File: src/rtl/fc_layer_if.sv
// Bus bundle for fc_layer: input vector stream, weight memory read port and result stream.
// The slave modport is the layer's view; master is the surrounding fabric's view.
interface fc_layer_if #(
  parameter int unsigned DATA_WIDTH       = 8,
  parameter int unsigned POOL_PIXEL_COUNT = 16,
  parameter int unsigned NUM_NEURONS      = 10,
  parameter int unsigned ACC_WIDTH        = 32
);
  localparam int unsigned ADDR_WIDTH =
    (NUM_NEURONS * (POOL_PIXEL_COUNT + 1) > 1) ? $clog2(NUM_NEURONS * (POOL_PIXEL_COUNT + 1)) : 1;
  localparam int unsigned NEURON_WIDTH = (NUM_NEURONS > 1) ? $clog2(NUM_NEURONS) : 1;

  logic [DATA_WIDTH-1:0]        flatten_in [POOL_PIXEL_COUNT];
  logic                         in_valid;
  logic                         in_ready;
  logic                         w_en;
  logic [ADDR_WIDTH-1:0]        w_addr;
  logic signed [DATA_WIDTH-1:0] w_data;
  logic signed [ACC_WIDTH-1:0]  out_data;
  logic [NEURON_WIDTH-1:0]      out_neuron;
  logic                         out_last;
  logic                         out_valid;
  logic                         out_ready;

  modport slave (
    input  flatten_in, in_valid, w_data, out_ready,
    output in_ready, w_en, w_addr, out_data, out_neuron, out_last, out_valid
  );

  modport master (
    output flatten_in, in_valid, w_data, out_ready,
    input  in_ready, w_en, w_addr, out_data, out_neuron, out_last, out_valid
  );
endinterface

File: src/rtl/fc_layer.sv
// Dense layer with one time-shared MAC: per neuron, P weight reads plus a bias read,
// accumulated into a wrapping accumulator and emitted over a valid/ready stream.
module fc_layer #(
  parameter int unsigned DATA_WIDTH       = 8,
  parameter int unsigned POOL_PIXEL_COUNT = 16,
  parameter int unsigned NUM_NEURONS      = 10,
  parameter int unsigned ACC_WIDTH        = 32
) (
  input logic     clk,
  input logic     rst_n,
  fc_layer_if.slave bus
);
  localparam int unsigned P          = POOL_PIXEL_COUNT;
  localparam int unsigned N          = NUM_NEURONS;
  localparam int unsigned ADDR_WIDTH = (N * (P + 1) > 1) ? $clog2(N * (P + 1)) : 1;
  localparam int unsigned NW         = (N > 1) ? $clog2(N) : 1;
  localparam int unsigned CW         = $clog2(P + 1);
  localparam int unsigned PW         = 2 * DATA_WIDTH + 1;

  typedef enum logic [1:0] {IDLE, MAC, DRAIN, EMIT} state_t;

  state_t                      state_q, state_d;
  logic [DATA_WIDTH-1:0]       act_q [P];
  logic [DATA_WIDTH-1:0]       act_d [P];
  logic [CW-1:0]               cnt_q, cnt_d;
  logic [NW-1:0]               neuron_q, neuron_d;
  logic signed [ACC_WIDTH-1:0] acc_q, acc_d;
  logic                        in_ready_q, in_ready_d;
  logic                        w_en_q, w_en_d;
  logic [ADDR_WIDTH-1:0]       w_addr_q, w_addr_d;
  logic                        out_valid_q, out_valid_d;
  logic signed [ACC_WIDTH-1:0] out_data_q, out_data_d;
  logic [NW-1:0]               out_neuron_q, out_neuron_d;
  logic                        out_last_q, out_last_d;

  logic [DATA_WIDTH-1:0]       act_sel;
  logic signed [PW-1:0]        act_ext;
  logic signed [PW-1:0]        wd_ext;
  logic signed [PW-1:0]        prod;
  logic signed [ACC_WIDTH-1:0] bias_sum;

  assign bus.in_ready   = in_ready_q;
  assign bus.w_en       = w_en_q;
  assign bus.w_addr     = w_addr_q;
  assign bus.out_valid  = out_valid_q;
  assign bus.out_data   = out_data_q;
  assign bus.out_neuron = out_neuron_q;
  assign bus.out_last   = out_last_q;

  // Data arriving now belongs to the read issued last cycle, i.e. activation cnt-1.
  always_comb begin
    act_sel = '0;
    for (int unsigned i = 0; i < P; i++) begin
      if (cnt_q == CW'(i + 1)) act_sel = act_q[i];
    end
  end

  assign act_ext  = PW'({1'b0, act_sel});
  assign wd_ext   = PW'(bus.w_data);
  assign prod     = act_ext * wd_ext;
  assign bias_sum = acc_q + ACC_WIDTH'(bus.w_data);

  always_ff @(posedge clk or negedge rst_n) begin
    if (!rst_n) begin
      state_q      <= IDLE;
      act_q        <= '{default: '0};
      cnt_q        <= '0;
      neuron_q     <= '0;
      acc_q        <= '0;
      in_ready_q   <= 1'b1;
      w_en_q       <= 1'b0;
      w_addr_q     <= '0;
      out_valid_q  <= 1'b0;
      out_data_q   <= '0;
      out_neuron_q <= '0;
      out_last_q   <= 1'b0;
    end else begin
      state_q      <= state_d;
      act_q        <= act_d;
      cnt_q        <= cnt_d;
      neuron_q     <= neuron_d;
      acc_q        <= acc_d;
      in_ready_q   <= in_ready_d;
      w_en_q       <= w_en_d;
      w_addr_q     <= w_addr_d;
      out_valid_q  <= out_valid_d;
      out_data_q   <= out_data_d;
      out_neuron_q <= out_neuron_d;
      out_last_q   <= out_last_d;
    end
  end

  always_comb begin
    state_d      = state_q;
    act_d        = act_q;
    cnt_d        = cnt_q;
    neuron_d     = neuron_q;
    acc_d        = acc_q;
    in_ready_d   = in_ready_q;
    w_en_d       = w_en_q;
    w_addr_d     = w_addr_q;
    out_valid_d  = out_valid_q;
    out_data_d   = out_data_q;
    out_neuron_d = out_neuron_q;
    out_last_d   = out_last_q;

    unique case (state_q)
      IDLE: begin
        if (bus.in_valid) begin
          act_d      = bus.flatten_in;
          cnt_d      = '0;
          neuron_d   = '0;
          acc_d      = '0;
          in_ready_d = 1'b0;
          w_en_d     = 1'b1;
          w_addr_d   = '0;
          state_d    = MAC;
        end
      end
      MAC: begin
        if (cnt_q != '0) acc_d = acc_q + ACC_WIDTH'(prod);
        if (cnt_q == CW'(P)) begin
          w_en_d  = 1'b0;
          state_d = DRAIN;
        end else begin
          cnt_d    = cnt_q + CW'(1);
          w_addr_d = w_addr_q + ADDR_WIDTH'(1);
        end
      end
      DRAIN: begin
        acc_d        = bias_sum;
        out_data_d   = bias_sum;
        out_valid_d  = 1'b1;
        out_neuron_d = neuron_q;
        out_last_d   = (neuron_q == NW'(N - 1));
        state_d      = EMIT;
      end
      EMIT: begin
        if (bus.out_ready) begin
          out_valid_d = 1'b0;
          if (neuron_q == NW'(N - 1)) begin
            in_ready_d = 1'b1;
            w_addr_d   = '0;
            state_d    = IDLE;
          end else begin
            // Next neuron's base directly follows this neuron's bias word.
            neuron_d = neuron_q + NW'(1);
            cnt_d    = '0;
            acc_d    = '0;
            w_en_d   = 1'b1;
            w_addr_d = w_addr_q + ADDR_WIDTH'(1);
            state_d  = MAC;
          end
        end
      end
      default: state_d = IDLE;
    endcase
  end
endmodule

File: src/flat_wrapper.sv
// flat-port wrapper written by rule: the top's interface ports become plain ports
module fc_layer_flat 
#(
  parameter int unsigned DATA_WIDTH       = 8,
  parameter int unsigned POOL_PIXEL_COUNT = 16,
  parameter int unsigned NUM_NEURONS      = 10,
  parameter int unsigned ACC_WIDTH        = 32
)
  (clk, rst_n, bus_flatten_in, bus_in_valid, bus_w_data, bus_out_ready, bus_in_ready, bus_w_en, bus_w_addr, bus_out_data, bus_out_neuron, bus_out_last, bus_out_valid);
  fc_layer_if #(.DATA_WIDTH(DATA_WIDTH), .POOL_PIXEL_COUNT(POOL_PIXEL_COUNT), .NUM_NEURONS(NUM_NEURONS), .ACC_WIDTH(ACC_WIDTH)) bus_i ();
  input logic clk;
  input logic rst_n;
  input wire logic [$bits(bus_i.flatten_in)-1:0] bus_flatten_in;
  input wire logic [$bits(bus_i.in_valid)-1:0] bus_in_valid;
  input wire logic [$bits(bus_i.w_data)-1:0] bus_w_data;
  input wire logic [$bits(bus_i.out_ready)-1:0] bus_out_ready;
  output wire logic [$bits(bus_i.in_ready)-1:0] bus_in_ready;
  output wire logic [$bits(bus_i.w_en)-1:0] bus_w_en;
  output wire logic [$bits(bus_i.w_addr)-1:0] bus_w_addr;
  output wire logic [$bits(bus_i.out_data)-1:0] bus_out_data;
  output wire logic [$bits(bus_i.out_neuron)-1:0] bus_out_neuron;
  output wire logic [$bits(bus_i.out_last)-1:0] bus_out_last;
  output wire logic [$bits(bus_i.out_valid)-1:0] bus_out_valid;
  assign bus_i.flatten_in = {>>{bus_flatten_in}};
  assign bus_i.in_valid = bus_in_valid;
  assign bus_i.w_data = bus_w_data;
  assign bus_i.out_ready = bus_out_ready;
  assign bus_in_ready = bus_i.in_ready;
  assign bus_w_en = bus_i.w_en;
  assign bus_w_addr = bus_i.w_addr;
  assign bus_out_data = bus_i.out_data;
  assign bus_out_neuron = bus_i.out_neuron;
  assign bus_out_last = bus_i.out_last;
  assign bus_out_valid = bus_i.out_valid;
  fc_layer #(.DATA_WIDTH(DATA_WIDTH), .POOL_PIXEL_COUNT(POOL_PIXEL_COUNT), .NUM_NEURONS(NUM_NEURONS), .ACC_WIDTH(ACC_WIDTH)) u_core (.clk(clk), .rst_n(rst_n), .bus(bus_i));
endmodule
File: config.mk
export PLATFORM = sky130hd
export DESIGN_NAME = fc_layer_flat
export DESIGN_NICKNAME = d
export VERILOG_FILES = /design/src/rtl/fc_layer_if.sv /design/src/rtl/fc_layer.sv /design/src/flat_wrapper.sv
export SDC_FILE = /design/constraint.sdc
export NUM_CORES = 1
export LEC_CHECK = 0
export CAP_MARGIN = 20
export CELL_PAD_IN_SITES_DETAIL_PLACEMENT = 1
export CELL_PAD_IN_SITES_GLOBAL_PLACEMENT = 2
export CORE_ASPECT_RATIO = 1.5
export CORE_MARGIN = 2
export CORE_UTILIZATION = 40
export CTS_BUF_LIST = sky130_fd_sc_hd__clkbuf_4
export DETAILED_ROUTE_END_ITERATION = 10
export HOLD_SLACK_MARGIN = 0.02
export PLACE_DENSITY = 0.93
export SYNTH_ARGS = -nofsm -noshare
export SYNTH_HDL_FRONTEND = slang
export SYNTH_SLANG_ARGS = --single-unit
File: constraint.sdc
create_clock -name clk -period 16.1 [get_ports clk]
set_clock_uncertainty 0.2 [all_clocks]
set_input_delay 1.61 -clock clk [delete_from_list [all_inputs] [get_ports clk]]
set_output_delay 1.61 -clock clk [all_outputs]
set_load 0.01 [all_outputs]
==> summary.md, run 1 <==
| Metric | Value |
|---|---|
| Outcome | `complete, no violations` |
| Max VDD drop | `0.000142 V` |
| Crit path capture type | `flip-flop` |
| Worst skew pair latency | `730 ps` |
| Commonest non-fill, non-tap cells in the layout | `dfrtp_1 (218), clkdlybuf4s50_1 (185), mux2_2 (153), ha_1 (136), nand2_1 (104)` |
| DR vias | `12000` |
| Final antenna-violating net count | `0` |
| CP startpoint kind | `flip-flop` |
| Vias in the first global route | `13800` |
| Synthesized area | `15200 sq um` |
| Area of the multi-input gates | `9180 sq um` |
| Design area | `18400 sq um` |
| Initial antenna violation count | `1` |
| First-pass GRT wire length | `72800 um` |
| DIE HEIGHT | `243 um` |
| Pre-antenna DRT Iters | `4` |
| Critical Path Fanout Max | `18` |
| Area Overhead vs Synth | `20.9%` |
| Worst path arrival time | `9250 ps` |
| Slowest cell on crit path | `nor2_1` |
| Nets | `1998` |
| Clock transition at path regs | `80 ps` |
| Final GP Congestion | `0.904` |
| Root Driver | `clkbuf_4` |
| Worst slew margin | `32.3%` |
| Setup repair bufs after CTS | `0` |
| Mean Syn Cell Area | `10.5 sq um` |
| Crit. Startpoint | `u_core.cnt_q[1]$_DFFE_PN0P_` |
| Max Slew Vio Count | `0` |
| Total track usage | `23.3%` |
| Layout cells sized above 1 | `16.1%` |
| FF/Latch Area | `5480 sq um` |
| HP Class | `flip-flop to flip-flop` |
| Htree depth | `2` |
| Worst EP required | `16510 ps` |
| DRC Markers | `0` |
| Max-cap check violation count | `0` |
| Setup tns final | `0 ps` |
| Ys flop type | `dfrtp_1` |
| TritonCTS Buffers | `56` |
| Setup violations, final | `0` |
| Commonest non-fill, non-tap cell in the layout | `dfrtp_1` |
| Fillers | `4164` |
| I/O Pins | `188` |
| RSZ-0062 raised after global routing | `false` |
| WP buf/inv | `2` |
| Vias per cell | `5.49` |
| Net Count, Synth | `1789` |
| Row count | `87` |
| Overflow after GRT | `0` |
| Slowest stage delay, CP | `760 ps` |
| Total leakage power | `8.53 nW` |
| Minimum clock period | `8840 ps` |
| Placed cell area | `17600 sq um` |
| Post-synth EDFFs | `0` |
| Largest net degree at the start of global routing | `98` |
| # port buffers | `187` |
| Most frequent cell on the critical path | `fa_1` |
| Fin cells | `2191` |
| Synthesis-stage register bit count | `219` |
| Final Cycle Share | `54.9%` |
| Core Area | `37600 sq um` |
| Die width | `163 um` |
| Placed Instances | `2085` |
| CTS Hold Bufs | `0` |
| Achievable Freq | `113 MHz` |
| CTS Buffer Depth | `3` |
| Die ar. | `39600 sq um` |
| Hold Vio Cnt, Final | `0` |
| Delay-heaviest family, CP | `adder cells` |
| Initial DRC count | `523` |
| HPWL Detailed | `35300 um` |
| Seq/Total Area, Yosys | `36.1%` |
| Post-CTS Resized | `0` |
| Starting Density | `40.5%` |
| Crit Path Class | `flip-flop to flip-flop` |
| Reg2reg start | `u_core.cnt_q[1]$_DFFE_PN0P_` |
| CTS tree | `built` |
| Power density over the cells | `221 nW/um^2` |
| Clock Sinks | `219` |
| Hold_sp | `u_core.act_q[8]$_DFFE_PN0P_` |
| Share of flip-flops with an asynchronous set or reset | `100%` |
| Routed wire per std cell | `20.6 um` |
| Final wirelength | `45100 um` |
| Ys Warns | `0` |
| Post-Synthesis Cells | `1445` |
| Slew @ Worst Pin | `1020 ps` |
| Synth cell types | `70` |
==> cell usage after synthesis, types with 6 or more instances <==
library cell / n / area share, %
nor2b_1: 24 / 0.99
a21o_1: 23 / 1.1
o211ai_1: 7 / 0.35
nand2b_1: 9 / 0.37
xor2_1: 26 / 1.5
inv_1: 94 / 2.3
mux2i_1: 12 / 0.79
or3_1: 6 / 0.25
o22ai_1: 18 / 0.74
a31oi_1: 21 / 0.86
a221o_1: 7 / 0.46
o21a_1: 7 / 0.35
a211oi_1: 10 / 0.49
nor2_1: 73 / 1.8
and2_1: 23 / 0.95
clkbuf_1: 42 / 1.0
fa_1: 67 / 8.8
nor3_1: 14 / 0.46
a22o_1: 6 / 0.35
nand4_1: 10 / 0.41
nand2_1: 105 / 2.6
and3_1: 12 / 0.49
o21ai_0: 75 / 2.5
o221ai_1: 7 / 0.40
a22oi_1: 14 / 0.69
mux2_2: 153 / 11
a221oi_1: 6 / 0.35
nand3_1: 26 / 0.86
ha_1: 137 / 11
xnor2_1: 36 / 2.1
dfrtp_1: 218 / 36
nand3b_1: 9 / 0.44
a21oi_1: 74 / 2.4
o31ai_1: 6 / 0.30
==> power by group <==
group	total (mW)	internal (mW)	switching, mW
Sequential	0.971	0.804	0.167
Combinational	2.58	1.16	1.42
Clock	0.514	0.269	0.245
Total	4.06	2.23	1.83
==> metrics by stage <==
stage,hold WS (ps),power [mW],util (%),setup WS [ps]
floorplan,254,2.75,-,8730
global placement,273,3.44,46.9,7600
detailed placement,285,3.56,46.9,7260
CTS,301,4.11,48.9,7290
global route,311,4.45,48.9,6660
finish,299,4.06,48.9,7260
==> metal layers <==
metal / vias to the layer above / global-route usage (%) / routed length, um
met2: 249 / 45.4 / 25400
met1: 6095 / 24.6 / 16800
li1: 5594 / - / -
met4: 0 / 9.55 / 1670
met5: - / 0 / 0
met3: 101 / 3.01 / 1290
==> state kept, by name, summed over array words and instances, names as in the netlist <==
signal                 cells
u_core.bus.w_en            1
u_core.bus.out_data       32
u_core.acc_q              32
u_core.bus.out_neuron      4
u_core.bus.w_addr          8
u_core.state_q             2
u_core.cnt_q               5
u_core.neuron_q            4
u_core.bus.out_valid       1
u_core.act_q             128
u_core.bus.out_last        1
u_core.bus.in_ready        1
==> layout make-up <==
class	count	share of cell area (%)
Antenna cell	2	0.0273
Timing Repair Buffer	199	10.7
Clock buffer	83	3.39
Inverter	95	1.94
Sequential cell	219	29.8
Multi-Input combinational cell	1083	50.0
Clock inverter	21	0.763
Tap cell	489	3.33
==> final timing paths <==
| kind | end | slack (ps) | cells past startpoint |
|---|---|---|---|
| min in group asynchronous | u_core.act_q[122]$_DFFE_PN0P_ | 730 | 1 |
| worst min register to register | u_core.act_q[8]$_DFFE_PN0P_ | 300 | 1 |
| worst max register to register | u_core.acc_q[28]$_DFFE_PN0P_ | 7260 | 25 |
| worst max-delay path | u_core.acc_q[28]$_DFFE_PN0P_ | 7260 | 25 |
| worst min-delay path | u_core.act_q[8]$_DFFE_PN0P_ | 300 | 1 |
| max in group asynchronous | u_core.act_q[24]$_DFFE_PN0P_ | 13580 | 2 |
==> kinds of logic after synthesis <==
| logic type | after synthesis | share of synthesized area (%) |
|---|---|---|
| DFF | 219 | 36.1 |
| adders and majority gates | 204 | 20.1 |
| and+or+nand+nor | 335 | 10.9 |
| AOI/OAI and AO/OA | 317 | 13.6 |
| muxes | 165 | 12.1 |
| buffers and inverters | 143 | 3.54 |
| xor gates and xnor gates | 62 | 3.57 |
==> worst register-to-register path, cell delays in order, from the launching register on <==
cell       delay [ps]
dfrtp_1           400
ha_1              560
inv_1             290
nor2_1            760
a221oi_1          310
a21o_1            240
a31oi_1           150
mux2i_1           110
a21oi_1           560
nand2_1           190
fa_1              520
fa_1              500
inv_1              60
fa_1              520
fa_1              530
fa_1              430
ha_1              360
a21oi_1           170
o22ai_1           110
o211a_1           310
a2111oi_4         440
nor3_2            120
a2111oi_4         390
xor2_1            210
nor2_1             60
a221o_1           260
(Power assumes the default switching activity.)
==> run 2: changes to the inputs <==
CORE_UTILIZATION = 38   (was 40)
PLACE_DENSITY = 0.89   (was 0.93)
clock period = 8.9 ns   (was 16.1 ns; I/O delays follow)
==> run 2 against run 1 <==
  * The flow now finishes with violations (design-rule violations)
  * Cell count stayed put
  * Critical path type unchanged
  * Utilization is 2.4 points lower
  * Count of clock-buffer cells in the layout is 6 lower
  * Non-clock buffer count is 10 higher
  * Combinational power is 82% higher
  * Critical endpoint is now u_core.acc_q[31]$_DFFE_PN0P_
  * Global-route usage is 1.4 points lower
==> summary.md, run 2 (synthesis results as in run 1) <==
| Metric | Value |
|---|---|
| Initial antenna violation count | `1` |
| Nets | `2009` |
| Critical Path Fanout Max | `10` |
| Final GP Congestion | `0.840` |
| Max reg flops | `128` |
| Max-cap check violation count | `0` |
| Setup violations, final | `0` |
| Minimum clock period | `8340 ps` |
| Overflow after GRT | `0` |
| Slew @ Worst Pin | `978 ps` |
| Final Cycle Share | `93.7%` |
| Die ar. | `41600 sq um` |
| Hold Vio Cnt, Final | `0` |
| Failing checks | `design-rule violations` |
| Starting Density | `38.5%` |
| Worst skew pair latency | `730 ps` |
| Crit Path Class | `flip-flop to flip-flop` |
| Post-route setup slack | `557 ps` |
| Fin cells | `2191` |
| FF/Latch Area | `5480 sq um` |
| Worst path arrival time | `8810 ps` |
| Fillers | `4408` |
| Setup tns final | `0 ps` |
| Vias per cell | `5.44` |
| HP Class | `flip-flop to flip-flop` |
| Area of the multi-input gates | `9190 sq um` |
| WHS | `300 ps` |
| DRC Markers | `7` |
| Initial DRC count | `382` |
| Vias in the first global route | `13600` |
| Commonest non-fill, non-tap cell in the layout | `dfrtp_1` |
| Slowest cell on crit path | `fa_1` |
| Htree depth | `2` |
| I/O Pins | `188` |
| Power density over the cells | `397 nW/um^2` |
| TritonCTS Buffers | `57` |
| Root Driver | `clkbuf_4` |
| Crit path capture type | `flip-flop` |
| Core Area | `39400 sq um` |
| Worst EP required | `9360 ps` |
| Max VDD drop | `0.000227 V` |
| Outcome | `complete, but fails checks` |
| Die width | `167 um` |
| Pre-antenna DRT Iters | `7` |
| Largest net degree at the start of global routing | `93` |
| # port buffers | `187` |
| Final antenna-violating net count | `0` |
| Achievable Freq | `120 MHz` |
| HPWL Detailed | `35500 um` |
| Final wirelength | `45000 um` |
| Clock transition at path regs | `70 ps` |
| Most frequent cell on the critical path | `fa_1` |
| DR vias | `11900` |
| Slowest stage delay, CP | `580 ps` |
| First-pass GRT wire length | `72600 um` |
| Placed Instances | `2105` |
| Clock Sinks | `219` |
| Max Slew Vio Count | `0` |
| Largest Register | `u_core.act_q` |
| Area Overhead vs Synth | `20.7%` |
| Total track usage | `21.9%` |
| Commonest non-fill, non-tap cells in the layout | `dfrtp_1 (218), clkdlybuf4s50_1 (185), mux2_2 (153), ha_1 (135), nand2_1 (104)` |
| Routed wire per std cell | `20.6 um` |
| Row count | `89` |
| Total power | `7.28 mW` |
| DIE HEIGHT | `249 um` |
| CTS Buffer Depth | `3` |
| Total leakage power | `8.52 nW` |
| Layout cells sized above 1 | `16.3%` |
| Pre-CTS WS | `375 ps` |
| Worst slew margin | `34.8%` |
| CTS tree | `built` |
| CP startpoint kind | `flip-flop` |
==> run 2: where the power goes <==
part | internal (mW) | switching (mW) | total [mW]
sequential | 1.46 | 0.292 | 1.75
clock | 0.419 | 0.412 | 0.831
combinational | 2.10 | 2.60 | 4.70
total | 3.98 | 3.30 | 7.28
==> run 2: area by class of cell <==
cell class | count | area share, %
Multi-Input combinational cell | 1083 | 50.1
Sequential cell | 219 | 29.9
Timing Repair Buffer | 209 | 11.1
Tap cell | 500 | 3.41
Clock buffer | 77 | 3.15
Inverter | 95 | 1.95
Clock inverter | 7 | 0.314
Antenna cell | 1 | 0.0137
==> run 2: final timing paths <==
kind,start,to,slack [ps],depth (start not counted)
min in group asynchronous,rst_n,u_core.act_q[115]$_DFFE_PN0P_,560,2
setup / recovery,u_core.cnt_q[0]$_DFFE_PN0P_,u_core.acc_q[31]$_DFFE_PN0P_,560,26
hold reg to reg,u_core.acc_q[16]$_DFFE_PN0P_,u_core.acc_q[16]$_DFFE_PN0P_,300,2
setup reg to reg,u_core.cnt_q[0]$_DFFE_PN0P_,u_core.acc_q[31]$_DFFE_PN0P_,560,26
max in group asynchronous,rst_n,u_core.bus.w_addr[0]$_DFFE_PN0P_,6460,3
hold / removal,u_core.acc_q[16]$_DFFE_PN0P_,u_core.acc_q[16]$_DFFE_PN0P_,300,2
==> run 2: routing by layer <==
metal | GRT usage, % | wire length [um]
met1 | 23.3 | 16900
met2 | 42.7 | 25000
met3 | 2.99 | 1400
met4 | 9.12 | 1740
met5 | 0 | 0
==> run 2: metrics by stage <==
step	utilization, %	instance area [sq um]
after global placement	44.8	17700
after CTS	46.5	18300
final	46.5	18300
after floorplan	-	15200
after detailed placement	44.8	17700
after global routing	46.5	18300
==> run 2: what timing repair did <==
action                     4_1_cts  5_1_grt
setup endpoints to repair        0        4
gates resized for setup          0        2
hold buffers                     1        0
setup buffers                    0        0
hold endpoints to repair        90        0
==> run 2: critical path: cells and delay by family, from the launching register on <==
family          cells  cell delay [ps]
fa+ha+maj           8             3420
compound gates     11             2950
simple gates        3              880
flops               1              420
buf+inv             4              390
==> run 3: changes to the inputs <==
ABC_AREA = 0   (was not set)
==> results of run 3 <==
No change in the layout: final DEF, timing and power equal those of run 2.
==> RTL edit 1 (flow settings as in run 2) <==
Make the reset (`rst_n`) synchronous in one clocked block.
--- a/src/rtl/fc_layer.sv
+++ b/src/rtl/fc_layer.sv
@@ -61,5 +61,5 @@
   assign bias_sum = acc_q + ACC_WIDTH'(bus.w_data);
 
-  always_ff @(posedge clk or negedge rst_n) begin
+  always_ff @(posedge clk) begin
     if (!rst_n) begin
       state_q      <= IDLE;
Check against the original RTL: differs if rst_n is asserted again (counterexample within 4 cycles, from zero or initial values and one cycle with rst_n low); with rst_n held inactive, the same outputs for 10 cycles.
==> RTL edit 1 against run 2 <==
  * Wire length grew 6.2%
  * Area after synthesis fell by 0.17%
  * Highest routed layer unchanged
  * Critical path type unchanged
  * Sequential cell count stayed put
  * Via count grew 12%
  * Die area decreased by 0.17%
  * Design area shrank 1.5%
  * Setup slack better by 0.13 ns
  * Sequential share of layout area decreased by 5.6 points
Power is not compared: it rests on default switching activity, and its combinational part moved more than twofold at a synthesized area within 25%.
==> RTL edit 1: results (changes against run 2) <==
[outcome]
status = finished, final reports clean  ; was finished, violations left

[clock_tree]
clkTransAtPathRegs_ns = 0.07  ; about the same
htree_levels = 2  ; unchanged
cts.repair.resized = 0  ; unchanged
numCtsBuffers = 58  ; was 57
clock_path_buffers = 3  ; unchanged
clk_latency_ns = 0.74
clockRootBuffer = clkbuf_4  ; unchanged
cts_setup_buffers = 0  ; unchanged

[synthesis]
ys_types = 74  ; was 70
synthTopCellsByArea = dfxtp_1 (29%), ha_1 (11%), nand2_1 (9.7%)  ; was dfrtp_1 (36%), mux2_2 (11%), ha_1 (11%)
yosysWarnings = 0  ; unchanged
ys.flop_type = dfxtp_1  ; was dfrtp_1
async_flop_share_pct = 0  ; was 100.0%
syn_nets = 2154  ; was 1,789
synth_edf_count = 0  ; unchanged
synth_common_cells = nand2_1 (390), dfxtp_1 (219), a21boi_0 (148), ha_1 (136), inv_1 (88)  ; was dfrtp_1 (218), mux2_2 (153), ha_1 (137), nand2_1 (105), inv_1 (94)
yosysSeqAreaShare_pct = 28.91  ; was 36.08%

[min_path]
hold_depth = 2  ; unchanged
min_path_type = reg -> reg  ; unchanged

[critical_path]
critPathSlowestCell = fa_1  ; unchanged
crit_arrival_ns = 8.61  ; was 8.81 ns
crit_family = adder cells  ; unchanged
critPathMaxStageDelay_ns = 0.57
reg2reg_depth = 29  ; was 26
critPathMaxFanout = 18  ; was 10

[placed_design]
post-place-ws_ns = 0.6633  ; was 0.3755 ns
dpl.hpwl_microns = 37690  ; was 35,480 microns
placed_area_sq_mm = 0.01738  ; was 0.01768 sq mm
place.gp.congestion = 0.8273  ; was 0.8395
io_buffers = 187  ; unchanged

[global_routing]
grt_pass1_vias = 14696  ; was 13,644
grt_pass1_wl_microns = 77010  ; was 72,590 microns
antenna_found_initial = 1  ; unchanged
grt_use_total_pct = 22.91  ; was 21.91%
grt_max_degree = 121  ; was 93

[cells_and_area]
largest_reg_flops = 128  ; unchanged
top_register = u_core.act_q  ; unchanged
drive_gt1_share_pct = 6.070  ; was 16.27%
final_nets = 2321  ; was 2,009

[route]
first_pass_iters = 4  ; was 7
routed_wl_microns = 47820  ; was 45,030 microns
vias = 13361  ; was 11,922
dr.first_iter.drc_count = 461  ; was 382

[timing]
tightest_slew_ns = 1.116  ; was 0.9781 ns

[pwr]
ir_drop_v = 0.0001986
swShare_pct = 40.71
p_leak_uw = 0.007512

[RTL edit 1: cell count changes in the layout (fill, tap and decap cells not counted), moves of 15 or more]
cell      change
nand2b_1     +15
dfxtp_1     +219
and2_1       +22
a21boi_0    +144
nand2_1     +285
nor2_1       -18
nor2b_1      +17
mux2_2      -153
dfrtp_1     -218
[RTL edit 1: cell families after synthesis]
logic type               count (synthesis)  share of synthesized area [%]
XOR/XNOR                                63                          3.638
buffers and inverters                  181                          4.760
adder cells (fa/ha/maj)                203                          20.06
multiplexers                            20                          1.402
AO/OA/AOI/OAI                          470                          21.44
flip-flops                             219                          28.91
AND/OR/NAND/NOR                        655                          19.79
[RTL edit 1: power by group through the flow]
stage               Combinational (uW)  Sequential [uW]  Clock (uW)
global route                      1660             1300         937
CTS                               1510             1280         893
finish                            1480             1280         855
global placement                  1450             1290           0
floorplan                          994             1260           0
detailed placement                1500             1300           0
[RTL edit 1: stage by stage]
step / cells / hold slack (ns) / total power [uW]
3_3_place_gp: 2418 / 0.2545 / 2742
6_report: 2511 / 0.2709 / 3610
4_1_cts: 2510 / 0.2696 / 3675
3_5_place_dp: 2418 / 0.2610 / 2796
5_1_grt: 2511 / 0.2913 / 3895
2_1_floorplan: 1811 / 0.2382 / 2257
[RTL edit 1: final timing paths]
kind	from	slack [ns]	to
min reg2reg	u_core.act_q[33]$_SDFFE_PN0P_	0.27	u_core.act_q[33]$_SDFFE_PN0P_
max reg2reg	u_core.cnt_q[1]$_SDFFE_PN0P_	0.69	u_core.acc_q[27]$_SDFFE_PN0P_
max	u_core.cnt_q[1]$_SDFFE_PN0P_	0.69	u_core.acc_q[27]$_SDFFE_PN0P_
min	u_core.act_q[33]$_SDFFE_PN0P_	0.27	u_core.act_q[33]$_SDFFE_PN0P_
[RTL edit 1: layer usage]
| layer | track usage (%) | share of wire (%) | vias up |
|---|---|---|---|
| met5 | 0 | 0 | - |
| met4 | 9.975 | 4.3 | 0 |
| met3 | 2.801 | 3.0 | 111 |
| met2 | 45.07 | 55 | 270 |
| met1 | 23.90 | 38 | 6401 |
| li1 | - | - | 6579 |
[RTL edit 1: tightest hold or removal path: stages (launching register included)]
cell and delay, ns:
dfxtp_1 0.31, nand2_1 0.05, a21boi_0 0.06
[RTL edit 1: final cells by class]
class,count,area (sq um)
fillers,4719,21260
clock buffers,76,570.5
inverters,88,330.3
clock inverters,16,98.84
diodes,1,2.502
repair buffers,200,1962
flip-flops and latches,219,4384
well taps,500,625.6
multi-input cells,1411,10070
==> RTL edit 2 (config.mk and constraints of run 2) <==
Made on the original files. `POOL_PIXEL_COUNT` is set to 16 in 3 places; all go to 32.
--- a/src/rtl/fc_layer_if.sv
+++ b/src/rtl/fc_layer_if.sv
@@ -3,5 +3,5 @@
 interface fc_layer_if #(
   parameter int unsigned DATA_WIDTH       = 8,
-  parameter int unsigned POOL_PIXEL_COUNT = 16,
+  parameter int unsigned POOL_PIXEL_COUNT = 32,
   parameter int unsigned NUM_NEURONS      = 10,
   parameter int unsigned ACC_WIDTH        = 32
--- a/src/rtl/fc_layer.sv
+++ b/src/rtl/fc_layer.sv
@@ -3,5 +3,5 @@
 module fc_layer #(
   parameter int unsigned DATA_WIDTH       = 8,
-  parameter int unsigned POOL_PIXEL_COUNT = 16,
+  parameter int unsigned POOL_PIXEL_COUNT = 32,
   parameter int unsigned NUM_NEURONS      = 10,
   parameter int unsigned ACC_WIDTH        = 32
--- a/src/flat_wrapper.sv
+++ b/src/flat_wrapper.sv
@@ -3,5 +3,5 @@
 #(
   parameter int unsigned DATA_WIDTH       = 8,
-  parameter int unsigned POOL_PIXEL_COUNT = 16,
+  parameter int unsigned POOL_PIXEL_COUNT = 32,
   parameter int unsigned NUM_NEURONS      = 10,
   parameter int unsigned ACC_WIDTH        = 32
Interface: changed (resized bus_flatten_in and bus_w_addr); port bits go from 188 to 317. No check against the original RTL was run, so the function may have changed too.
==> RTL edit 2 against run 2 <==
  * Clock power increased by 59%
  * Area after synthesis grew 44%
  * Hold slack worse by 0.0092 ns
  * Largest power group unchanged
  * Wire length up 70%
  * Setup slack worse by 0.20 ns
  * Sequential cell count is 130 higher
  * Total power up 23%
  * First-iteration DRC count rose to 2.7 times the old value
  * Design area increased by 48%
  * Global-route usage rose by 3.9 points
  * Non-clock buffer count up 159
==> RTL edit 2: results (changes against run 2) <==
[timing]
hold_slack_ns = 0.2912  ; was 0.3004 ns
relSlewSlack_pct = 22.04  ; was 34.80%
fin_crit_sh_pct = 96.04  ; was 93.75%

[critical_path]
reg2reg_depth = 28  ; was 26
critPathSlowestCell = dfrtp_1  ; was fa_1
r2r-start = u_core.cnt_q[4]$_DFFE_PN0P_  ; was u_core.cnt_q[0]$_DFFE_PN0P_
crit_arrival_ns = 9.08  ; was 8.81 ns
critPathMaxFanout = 16  ; was 10
r2r_end = u_core.acc_q[30]$_DFFE_PN0P_  ; was u_core.acc_q[31]$_DFFE_PN0P_

[clock_tree]
htree_levels = 3  ; was 2
numCtsBuffers = 89  ; was 57
cts.repair.resized = 2  ; was 0

[outcome]
status = finished, final reports clean  ; was finished, violations left

[synthesis]
yosysSeqAreaShare_pct = 40.00  ; was 36.08%
synth_compound_area_share_pct = 14.53  ; was 13.63%
synth-adder-area-share_pct = 13.88  ; was 20.11%
syn_nets = 2534  ; was 1,789
synthTopCellsByArea = dfrtp_1 (40%), mux2_2 (14%), ha_1 (7.7%)  ; was dfrtp_1 (36%), mux2_2 (11%), ha_1 (11%)

[route]
vias = 18266  ; was 11,922
wl_per_cell_microns = 23.49  ; was 20.55 microns
first_pass_iters = 5  ; was 7
dr.first_iter.drc_count = 1040  ; was 382

[cells_and_area]
drive_gt1_share_pct = 20.16  ; was 16.27%
stdcell_count = 3253  ; was 2,191
largest_reg_flops = 256  ; was 128
final_nets = 2903  ; was 2,009
fillers = 6352  ; was 4,408

[placed_design]
placed_cells = 3102  ; was 2,105
post-place-ws_ns = -0.2556  ; was 0.3755 ns
place.gp.congestion = 0.9410  ; was 0.8395
placed_area_sq_mm = 0.02601  ; was 0.01768 sq mm
dpl.hpwl_microns = 59950  ; was 35,480 microns

[global_routing]
use_met3_pct = 3.934  ; was 2.987%
grt_pass1_vias = 20344  ; was 13,644

[pwr]
ir_drop_v = 0.0001876  ; was 0.0002272 V
swShare_pct = 42.44  ; was 45.38%
p_leak_uw = 0.01198  ; was 0.008515 uW

[RTL edit 2: changes by cell type in the layout (fill, tap and decap cells not counted), moves of 16 or more]
| cell | delta |
|---|---|
| mux2_2 | +123 |
| o21ai_1 | +21 |
| nand3_1 | +27 |
| dfrtp_1 | +129 |
| clkdlybuf4s50_1 | +129 |
| clkbuf_4 | +41 |
| buf_4 | +28 |
| o211ai_1 | +16 |
| nor2_1 | +47 |
| nand2_1 | +55 |
[RTL edit 2: metal layers]
| metal | up-vias | share of wire [%] |
|---|---|---|
| met4 | 6 | 5.1 |
| li1 | 8265 | - |
| met3 | 203 | 4.2 |
| met2 | 598 | 54 |
| met5 | - | 0.047 |
| met1 | 9194 | 37 |
[RTL edit 2: worst max-delay path: cells and delay by family (launching register included)]
family	cells	cell delay, ns
adder cells (fa/ha/maj)	6	2.83
AO/OA/AOI/OAI	10	2.22
AND/OR/NAND/NOR	7	1.92
flip-flops	1	0.63
buffers and inverters	4	0.45
multiplexers	1	0.13
[RTL edit 2: final cells by class]
cell class | instances | share of cell area (%)
antenna | 5 | 0.04607
clock buffer | 118 | 3.262
clock inverter | 25 | 0.4791
inverter | 104 | 1.437
multi-input combinational | 1521 | 45.91
sequential | 349 | 32.16
tap | 763 | 3.515
timing repair buffer | 368 | 13.18
[RTL edit 2: power by group through the flow]
| stage | registers, uW | logic [uW] | clock network (uW) |
|---|---|---|---|
| floorplan | 2680 | 3210 | 0 |
| global placement | 2940 | 4390 | 0 |
| detailed placement | 2970 | 4640 | 0 |
| CTS | 2950 | 4680 | 1360 |
| global route | 3020 | 5190 | 1440 |
| finish | 2960 | 4680 | 1320 |
